==> src/rtl/mac_array.sv <==
// mac_array: multi-channel signed multiply-accumulate engine driven by a
// byte protocol (address byte, command byte, operand bytes) from a UART
// receiver, returning accumulator or activation bytes to a UART transmitter.
// Optional build macro MAC_ARRAY_SAT_EN: when defined, MAC results saturate
// at the accumulator limits instead of wrapping.

module mac_array #(
    parameter int WIDTH     = 32,
    parameter int CHANNELS  = 2,
    parameter int BASE_ADDR = 100
) (
    input  logic       clk,
    input  logic       rst,
    input  logic [7:0] rx_data,
    input  logic       rx_valid,
    output logic [7:0] tx_data,
    output logic       tx_valid,
    input  logic       tx_ready,
    output logic       busy,
    output logic       overrun
);

    localparam int OB = WIDTH / 8;
    localparam int AB = 2 * WIDTH / 8;
    localparam int AW = 2 * WIDTH;
    localparam int CW = (CHANNELS > 1) ? $clog2(CHANNELS) : 1;
    localparam int NW = $clog2(AB);

    typedef enum logic [2:0] {
        S_IDLE,
        S_CMD,
        S_LOAD,
        S_EXEC,
        S_SEND
    } state_t;

    state_t          state_q, state_d;
    logic [CW-1:0]   chan_q, chan_d;
    logic            loadB_q, loadB_d;
    logic            doMac_q, doMac_d;
    logic [NW-1:0]   cnt_q, cnt_d;
    logic [NW-1:0]   last_q, last_d;
    logic [AW-1:0]   snap_q, snap_d;
    logic            overrun_q, overrun_d;

    logic signed [WIDTH-1:0] opA_q  [CHANNELS];
    logic signed [WIDTH-1:0] opB_q  [CHANNELS];
    logic signed [AW-1:0]    acc_q  [CHANNELS];

    logic signed [WIDTH-1:0] curA, curB;
    logic signed [AW-1:0]    curAcc;
    logic signed [AW-1:0]    prod;
    logic [AW:0]             sum;
    logic signed [AW-1:0]    accNew;

    logic        loadWr, accClr, accWr;
    logic [31:0] rxOff;
    logic        addrHit;

    // Offset of the received byte from the base address; values below the
    // base wrap to huge numbers so one unsigned compare covers both bounds.
    assign rxOff   = {24'd0, rx_data} - 32'(BASE_ADDR);
    assign addrHit = rxOff < 32'(CHANNELS);

    assign tx_valid = (state_q == S_SEND);
    assign tx_data  = snap_q[7:0];
    assign busy     = (state_q != S_IDLE);
    assign overrun  = overrun_q;

    // Pick out the operands and accumulator of the channel latched in CMD.
    always_comb begin
        curA   = '0;
        curB   = '0;
        curAcc = '0;
        for (int n = 0; n < CHANNELS; n++) begin
            if (chan_q == CW'(n)) begin
                curA   = opA_q[n];
                curB   = opB_q[n];
                curAcc = acc_q[n];
            end
        end
    end

    // Full-precision product and one-bit-wider sum so overflow is visible.
    assign prod = $signed({{WIDTH{curA[WIDTH-1]}}, curA})
                * $signed({{WIDTH{curB[WIDTH-1]}}, curB});
    assign sum  = {curAcc[AW-1], curAcc} + {prod[AW-1], prod};

    // New accumulator value for EXEC: plain product for MUL, wrapped or
    // saturated running sum for MAC.
    always_comb begin
        accNew = prod;
        if (doMac_q) begin
`ifdef MAC_ARRAY_SAT_EN
            if (sum[AW] != sum[AW-1]) begin
                accNew = sum[AW] ? {1'b1, {(AW-1){1'b0}}} : {1'b0, {(AW-1){1'b1}}};
            end else begin
                accNew = sum[AW-1:0];
            end
`else
            accNew = sum[AW-1:0];
`endif
        end
    end

    // Protocol FSM: decodes address, command and operand bytes, sequences
    // the transmit bytes, and flags bytes that arrive while it cannot listen.
    always_comb begin
        state_d   = state_q;
        chan_d    = chan_q;
        loadB_d   = loadB_q;
        doMac_d   = doMac_q;
        cnt_d     = cnt_q;
        last_d    = last_q;
        snap_d    = snap_q;
        overrun_d = overrun_q;
        loadWr    = 1'b0;
        accClr    = 1'b0;
        accWr     = 1'b0;
        case (state_q)
            S_IDLE: begin
                if (rx_valid && addrHit) begin
                    chan_d  = rxOff[CW-1:0];
                    state_d = S_CMD;
                end
            end
            S_CMD: begin
                if (rx_valid) begin
                    cnt_d = '0;
                    case (rx_data)
                        8'd0: begin
                            loadB_d = 1'b0;
                            state_d = S_LOAD;
                        end
                        8'd1: begin
                            loadB_d = 1'b1;
                            state_d = S_LOAD;
                        end
                        8'd2: begin
                            snap_d  = curAcc;
                            last_d  = NW'(AB - 1);
                            state_d = S_SEND;
                        end
                        8'd3: begin
                            accClr  = 1'b1;
                            state_d = S_IDLE;
                        end
                        8'd4: begin
                            snap_d  = {{(AW-1){1'b0}}, (!curAcc[AW-1] && (curAcc != '0))};
                            last_d  = '0;
                            state_d = S_SEND;
                        end
                        8'd5: begin
                            doMac_d = 1'b0;
                            state_d = S_EXEC;
                        end
                        8'd6: begin
                            doMac_d = 1'b1;
                            state_d = S_EXEC;
                        end
                        default: state_d = S_IDLE;
                    endcase
                end
            end
            S_LOAD: begin
                if (rx_valid) begin
                    loadWr = 1'b1;
                    cnt_d  = cnt_q + NW'(1);
                    if (cnt_q == NW'(OB - 1)) begin
                        state_d = S_IDLE;
                    end
                end
            end
            S_EXEC: begin
                accWr   = 1'b1;
                state_d = S_IDLE;
                if (rx_valid) begin
                    overrun_d = 1'b1;
                end
            end
            S_SEND: begin
                if (rx_valid) begin
                    overrun_d = 1'b1;
                end
                if (tx_ready) begin
                    snap_d = snap_q >> 8;
                    cnt_d  = cnt_q + NW'(1);
                    if (cnt_q == last_q) begin
                        state_d = S_IDLE;
                    end
                end
            end
            default: state_d = S_IDLE;
        endcase
    end

    // Control and transmit-snapshot registers.
    always_ff @(posedge clk or posedge rst) begin
        if (rst) begin
            state_q   <= S_IDLE;
            chan_q    <= '0;
            loadB_q   <= 1'b0;
            doMac_q   <= 1'b0;
            cnt_q     <= '0;
            last_q    <= '0;
            snap_q    <= '0;
            overrun_q <= 1'b0;
        end else begin
            state_q   <= state_d;
            chan_q    <= chan_d;
            loadB_q   <= loadB_d;
            doMac_q   <= doMac_d;
            cnt_q     <= cnt_d;
            last_q    <= last_d;
            snap_q    <= snap_d;
            overrun_q <= overrun_d;
        end
    end

    // Per-channel operand and accumulator storage; only the addressed
    // channel is ever written, and each load byte lands in its own lane.
    always_ff @(posedge clk or posedge rst) begin
        if (rst) begin
            for (int n = 0; n < CHANNELS; n++) begin
                opA_q[n] <= '0;
                opB_q[n] <= '0;
                acc_q[n] <= '0;
            end
        end else begin
            for (int n = 0; n < CHANNELS; n++) begin
                if (chan_q == CW'(n)) begin
                    for (int k = 0; k < OB; k++) begin
                        if (loadWr && (cnt_q == NW'(k))) begin
                            if (loadB_q) begin
                                opB_q[n][8*k +: 8] <= rx_data;
                            end else begin
                                opA_q[n][8*k +: 8] <= rx_data;
                            end
                        end
                    end
                    if (accClr) begin
                        acc_q[n] <= '0;
                    end else if (accWr) begin
                        acc_q[n] <= accNew;
                    end
                end
            end
        end
    end

endmodule

==> config.mk <==
export PLATFORM = sky130hd
export DESIGN_NAME = mac_array
export DESIGN_NICKNAME = d
export VERILOG_FILES = /design/src/rtl/mac_array.sv
export SDC_FILE = /design/constraint.sdc
export NUM_CORES = 2
export LEC_CHECK = 0
export ABC_CLOCK_PERIOD_IN_PS = 22000
export CAP_MARGIN = 20
export CORE_ASPECT_RATIO = 0.7
export CORE_MARGIN = 5
export CORE_UTILIZATION = 43
export DETAILED_ROUTE_END_ITERATION = 8
export GPL_TIMING_DRIVEN = 1
export PLACE_DENSITY = 0.69
export SYNTH_ARGS = -nofsm -noshare
export SYNTH_HDL_FRONTEND = slang
export SYNTH_SLANG_ARGS = --single-unit
export TNS_END_PERCENT = 5
==> constraint.sdc <==
create_clock -name clk -period 22 [get_ports clk]
set_input_delay 4.4 -clock clk [delete_from_list [all_inputs] [get_ports clk]]
set_output_delay 4.4 -clock clk [all_outputs]
set_load 0.03 [all_outputs]
# After elaboration in Yosys (flattened, before gate mapping)
# Cells that the tools add are included.
# word_totals
mem_count	0
out_inout_bits	11
latchBits	0
romBits	0
ff_bits	333
mem_bits_rw	0
# op_classes
bitwise_logic	2
n_mux	31
n_lt_le_gt_ge	1
eq_ne	21
addsub	3
multipliers	1
div_mod_pow	0
shift	0
reduce_logical	48
# op_table
op	count
$mux W64	6
$pmux W64 S2	2
$add A64 B64 Y64	1
$mul A32 B32 Y64	1
$mux W32	2
$reduce_bool A64 Y1	1
$reduce_and A3 Y1	19
$lt A32 B2 Y1 const B	1
$mux W3	9
$eq A8 B3 Y1 const B	3
$pmux W3 S3	2
$eq A8 B2 Y1 const B	2
$eq A3 B2 Y1 const B	4
$pmux W3 S4	1
$reduce_bool A2 Y1	5
$sub A8 B7 Y9 const B	1
$eq A8 B1 Y1 const B	1
$logic_not A8 Y1	1
$ne A2 B2 Y1 const B	4
$reduce_and A2 Y1	4
$reduce_and A4 Y1	2
$reduce_or A2 Y1	4
$eq A3 B1 Y1 const B	2
$logic_and A1 B1 Y1	6
13 further kinds	23

# Longest topological paths before layout
# logic_depth
depth_word	6
ltp_mapped	46

# Worst setup path before layout
# No wires, ideal clock.
# synth_timing
path_kind	register to register
from	reg chan_q
to	reg acc_q[127] (netlist name)
t_required_ps	21905
arrival_ps	11382
slack_ps	10522
setup_time_ps	95
path_stages_with_launch	39
period_less_slack_ps	11478
path_buffers	7
path_cell_list	dfrtp_1 > buf_2 > buf_1 > buf_2 > buf_2 > buf_2 > buf_2 > mux2_2 > nand2_1 > inv_1 > fa_1 > fa_1 > fa_1 > fa_1 > inv_1 > fa_1 > inv_1 > fa_1 > (+3 left out) > fa_1 > ha_1 > and2_1 > nand3_1 > nor2_1 > a221o_1 > a31o_2 > xor2_1 > ha_1 > clkbuf_1 > nand4_1 > or3_1 > nor3_1 > o2111ai_2 > and3b_1 > or3_1 > and3_1 > o31ai_1
# synth_via
elab_chain_cells	6
# synth_lines
item	line	text
from (decl)	38	logic [CW-1:0] chan_q, chan_d;
from (signal assigned)	210	chan_q <= chan_d;
$mux W32	76	if (chan_q == CW'(n)) begin
$mul A32 B32 Y64	86	* $signed({{WIDTH{curB[WIDTH-1]}}, curB});
$add A64 B64 Y64	87	assign sum = {curAcc[AW-1], curAcc} + {prod[AW-1], prod};
$mux W64	93	if (doMac_q) begin
$mux W64	243	end else if (accWr) begin
$mux W64	241	if (accClr) begin
to (signal, indexed assignment)	244	acc_q[n] <= accNew;
to (decl)	48	logic signed [AW-1:0] acc_q [CHANNELS];
# Parallel ways exist; a longest one is shown, timed or not. The select of a mux whose other input is x is not followed.
# A chain may end at the register's enable or synchronous reset.

# Final worst setup path
# Same ends and word-level chain as after synthesis.

==> run metrics <==
hold buffers post-CTS=0; CP peak stage delay=1.21 ns; CTS tree=done; commonest non-fill, non-tap cell in the layout=fa_1; clk_skew=0.0224 ns; endpoints failing hold=0; Hold Worst Slack=0.476 ns; Mapped Area=0.0545 mm2; post-CTS sizing=0; Final setup viols=0; Max FO, Critical Path=91; leak pwr=0.0277 uW; Synth Area in Simple Gates=13.1%; final WL=171,000 um; RSZ-0062 raised after global routing=false; H-tree depth=2; most frequent cells in the layout=fa_1, inv_1, nand2_1; routability cong.=0.948; Vias=42,200; GR Util All Layers=25.8%; Rows=109; Pins Over Slew Limit=0; Core Area=0.126 mm2; die area=0.134 mm2; Finished Core Util=45.9%; Worst R2R Start=chan_q$_DFFE_PP0P_; root cell of the clock tree=clkbuf_16; post-synthesis async set-or-reset flop share=100%; period utilization=58.5%; first-pass GRT wire length=266,000 um; Starting Density=43.2%; number of flops mapped to enable cells by yosys=0; initial antenna violation count=8; Clock Latency Late Sink=0.59 ns; Placed Instance Area=0.0565 mm2; first-pass detailed-route iteration total=6; buffers added on ports=22; startpoint types=register; gr ovfl total=0; Post-Synth XOR/XNOR Area=2.01%; Sink Count=331; worst vdd ir=0.0477 mV; adder-cell share of the synthesized area=45.6%; number of post-CTS setup repair buffers=0; min Tclk post-route=12.87 ns; multiplexer area fraction after synthesis=6.41%; clk slew on worst S/H paths=0.07 ns; fin area=0.0578 mm2; area delta synth->final=6.10%; largest net degree at the start of global routing=129; fmax=77.7 MHz; slew margin rel.=26.5%; CP dominant cell by count=fa_1; Antenna Cells=0; Ys Warns=0; Gate Count Post-Synth=5,958; die width=435 um; status=completed; Max Root-Sink Buffers=3; Critical Path RT=22.48 ns; Critical Path Sink Type=register; main combinational cell family by area after synthesis=adder cells; R2R Setup Slk=9.13 ns; worst setup path category=reg -> reg; die height=308 um; DRT iter0 DRCs=4,273; DR DRC count=0; Synth Net Count=7,305; Netlist cell types=79; vias in the first global route=43,600; MaxCap Viol Count=0; top_reg_cell synth=dfrtp_1; Power Dens Cells=32.5 mW/mm2; Seq/Total Area, Yosys=15.2%; setup_tns=0 ns; layout cells sized above 1=7.34%; Nets=7,151; IO Pins=23; Worst-Margin Slew=1.10 ns; average size of a mapped cell=9.14 um2; #FFs+latches synth=331; Final ANT Viol Nets=0; Synth Area in Compound Gates=8.27%; detailed placer's ending HPWL=135,000 um; wire per inst=22.8 um; crit path DAT=13.35 ns; critical path's slowest cell=fa_1; CP startpoint=chan_q$_DFFE_PP0P_; via density per instance=5.63; cts bufs inserted=36; hold path start=acc_q[75]$_DFFE_PP0P_; Tightest Hold Check Type=reg -> reg
==> path summary, 6_finish.rpt <==
check / to / cells past startpoint
worst max-delay path: acc_q[127]$_DFFE_PP0P_ / 33
worst min-delay path: acc_q[75]$_DFFE_PP0P_ / 2
worst max register to register: acc_q[127]$_DFFE_PP0P_ / 33
worst min register to register: acc_q[75]$_DFFE_PP0P_ / 2
max in group asynchronous: chan_q$_DFFE_PP0P_ / 4
min in group asynchronous: acc_q[15]$_DFFE_PP0P_ / 2
==> area by class of cell <==
type,count,area (um2)
Inverter,1036,3900
Fill cell,12000,68200
Sequential cell,331,8290
Timing Repair Buffer,112,908
Multi-Input combinational cell,4287,41300
Tap cell,1665,2080
Clock inverter,21,309
Clock buffer,45,955
==> flip-flops by register name, indices dropped and copies added, names as in the netlist <==
name	count
acc_q	128
chan_q	1
cnt_q	3
doMac_q	1
last_q	1
loadB_q	1
opA_q	64
opB_q	64
overrun	1
snap_q	64
state_q	3
==> metrics by stage <==
step                      cells  total power (uW)  setup WS [ns]
after floorplan            5958              1030           8.43
after global placement     7430              1190           9.21
after detailed placement   7430              1200           9.19
after CTS                  7496              1880           9.12
after global routing       7497              1960           8.41
final                      7497              1880           9.13
==> kinds of logic after synthesis <==
family          count (synthesis)
simple gates                 1769
buf+inv                      1340
fa+ha+maj                    1335
compound gates                735
flops                         331
mux                           323
xor+xnor                      125
==> routing by layer <==
| metal | track usage, % | vias to the layer above | routed length, um |
|---|---|---|---|
| met5 | 0 | - | 13 |
| met3 | 8.11 | 290 | 22500 |
| li1 | - | 18100 | - |
| met2 | 37.6 | 2139 | 70900 |
| met4 | 6.09 | 2 | 4560 |
| met1 | 37.6 | 21600 | 73100 |
==> synth_stat cells (26+ instances only) <==
| master | number | share of area [%] |
|---|---|---|
| xnor2_1 | 85 | 1.4 |
| inv_1 | 1036 | 7.1 |
| nand2_1 | 897 | 6.2 |
| nand4_1 | 46 | 0.53 |
| o21ai_0 | 250 | 2.3 |
| dfrtp_1 | 331 | 15 |
| mux2_2 | 206 | 4.3 |
| and2_1 | 26 | 0.30 |
| xor2_1 | 40 | 0.64 |
| a31oi_1 | 37 | 0.43 |
| a21oi_1 | 198 | 1.8 |
| nor2_1 | 637 | 4.4 |
| nand3_1 | 55 | 0.51 |
| ha_1 | 252 | 5.8 |
| clkbuf_1 | 257 | 1.8 |
| o21bai_1 | 30 | 0.41 |
| a21o_1 | 63 | 0.87 |
| mux2i_1 | 117 | 2.2 |
| fa_1 | 1083 | 40 |
==> worst max-delay path: cells and delay by family (launching register included) <==
| kind | cells | cell delay [ns] |
|---|---|---|
| fa+ha+maj | 10 | 5.75 |
| simple gates | 10 | 2.09 |
| buf+inv | 5 | 1.39 |
| compound gates | 6 | 1.35 |
| flops | 1 | 0.96 |
| mux | 1 | 0.77 |
| xor+xnor | 1 | 0.30 |
==> power breakdown <==
part | switching, uW | leakage [uW] | internal (uW)
clock network | 295 | 0.000619 | 386
logic | 327 | 0.0227 | 159
registers | 43.4 | 0.00441 | 670
total | 666 | 0.0277 | 1210
(Power assumes the default switching activity.)
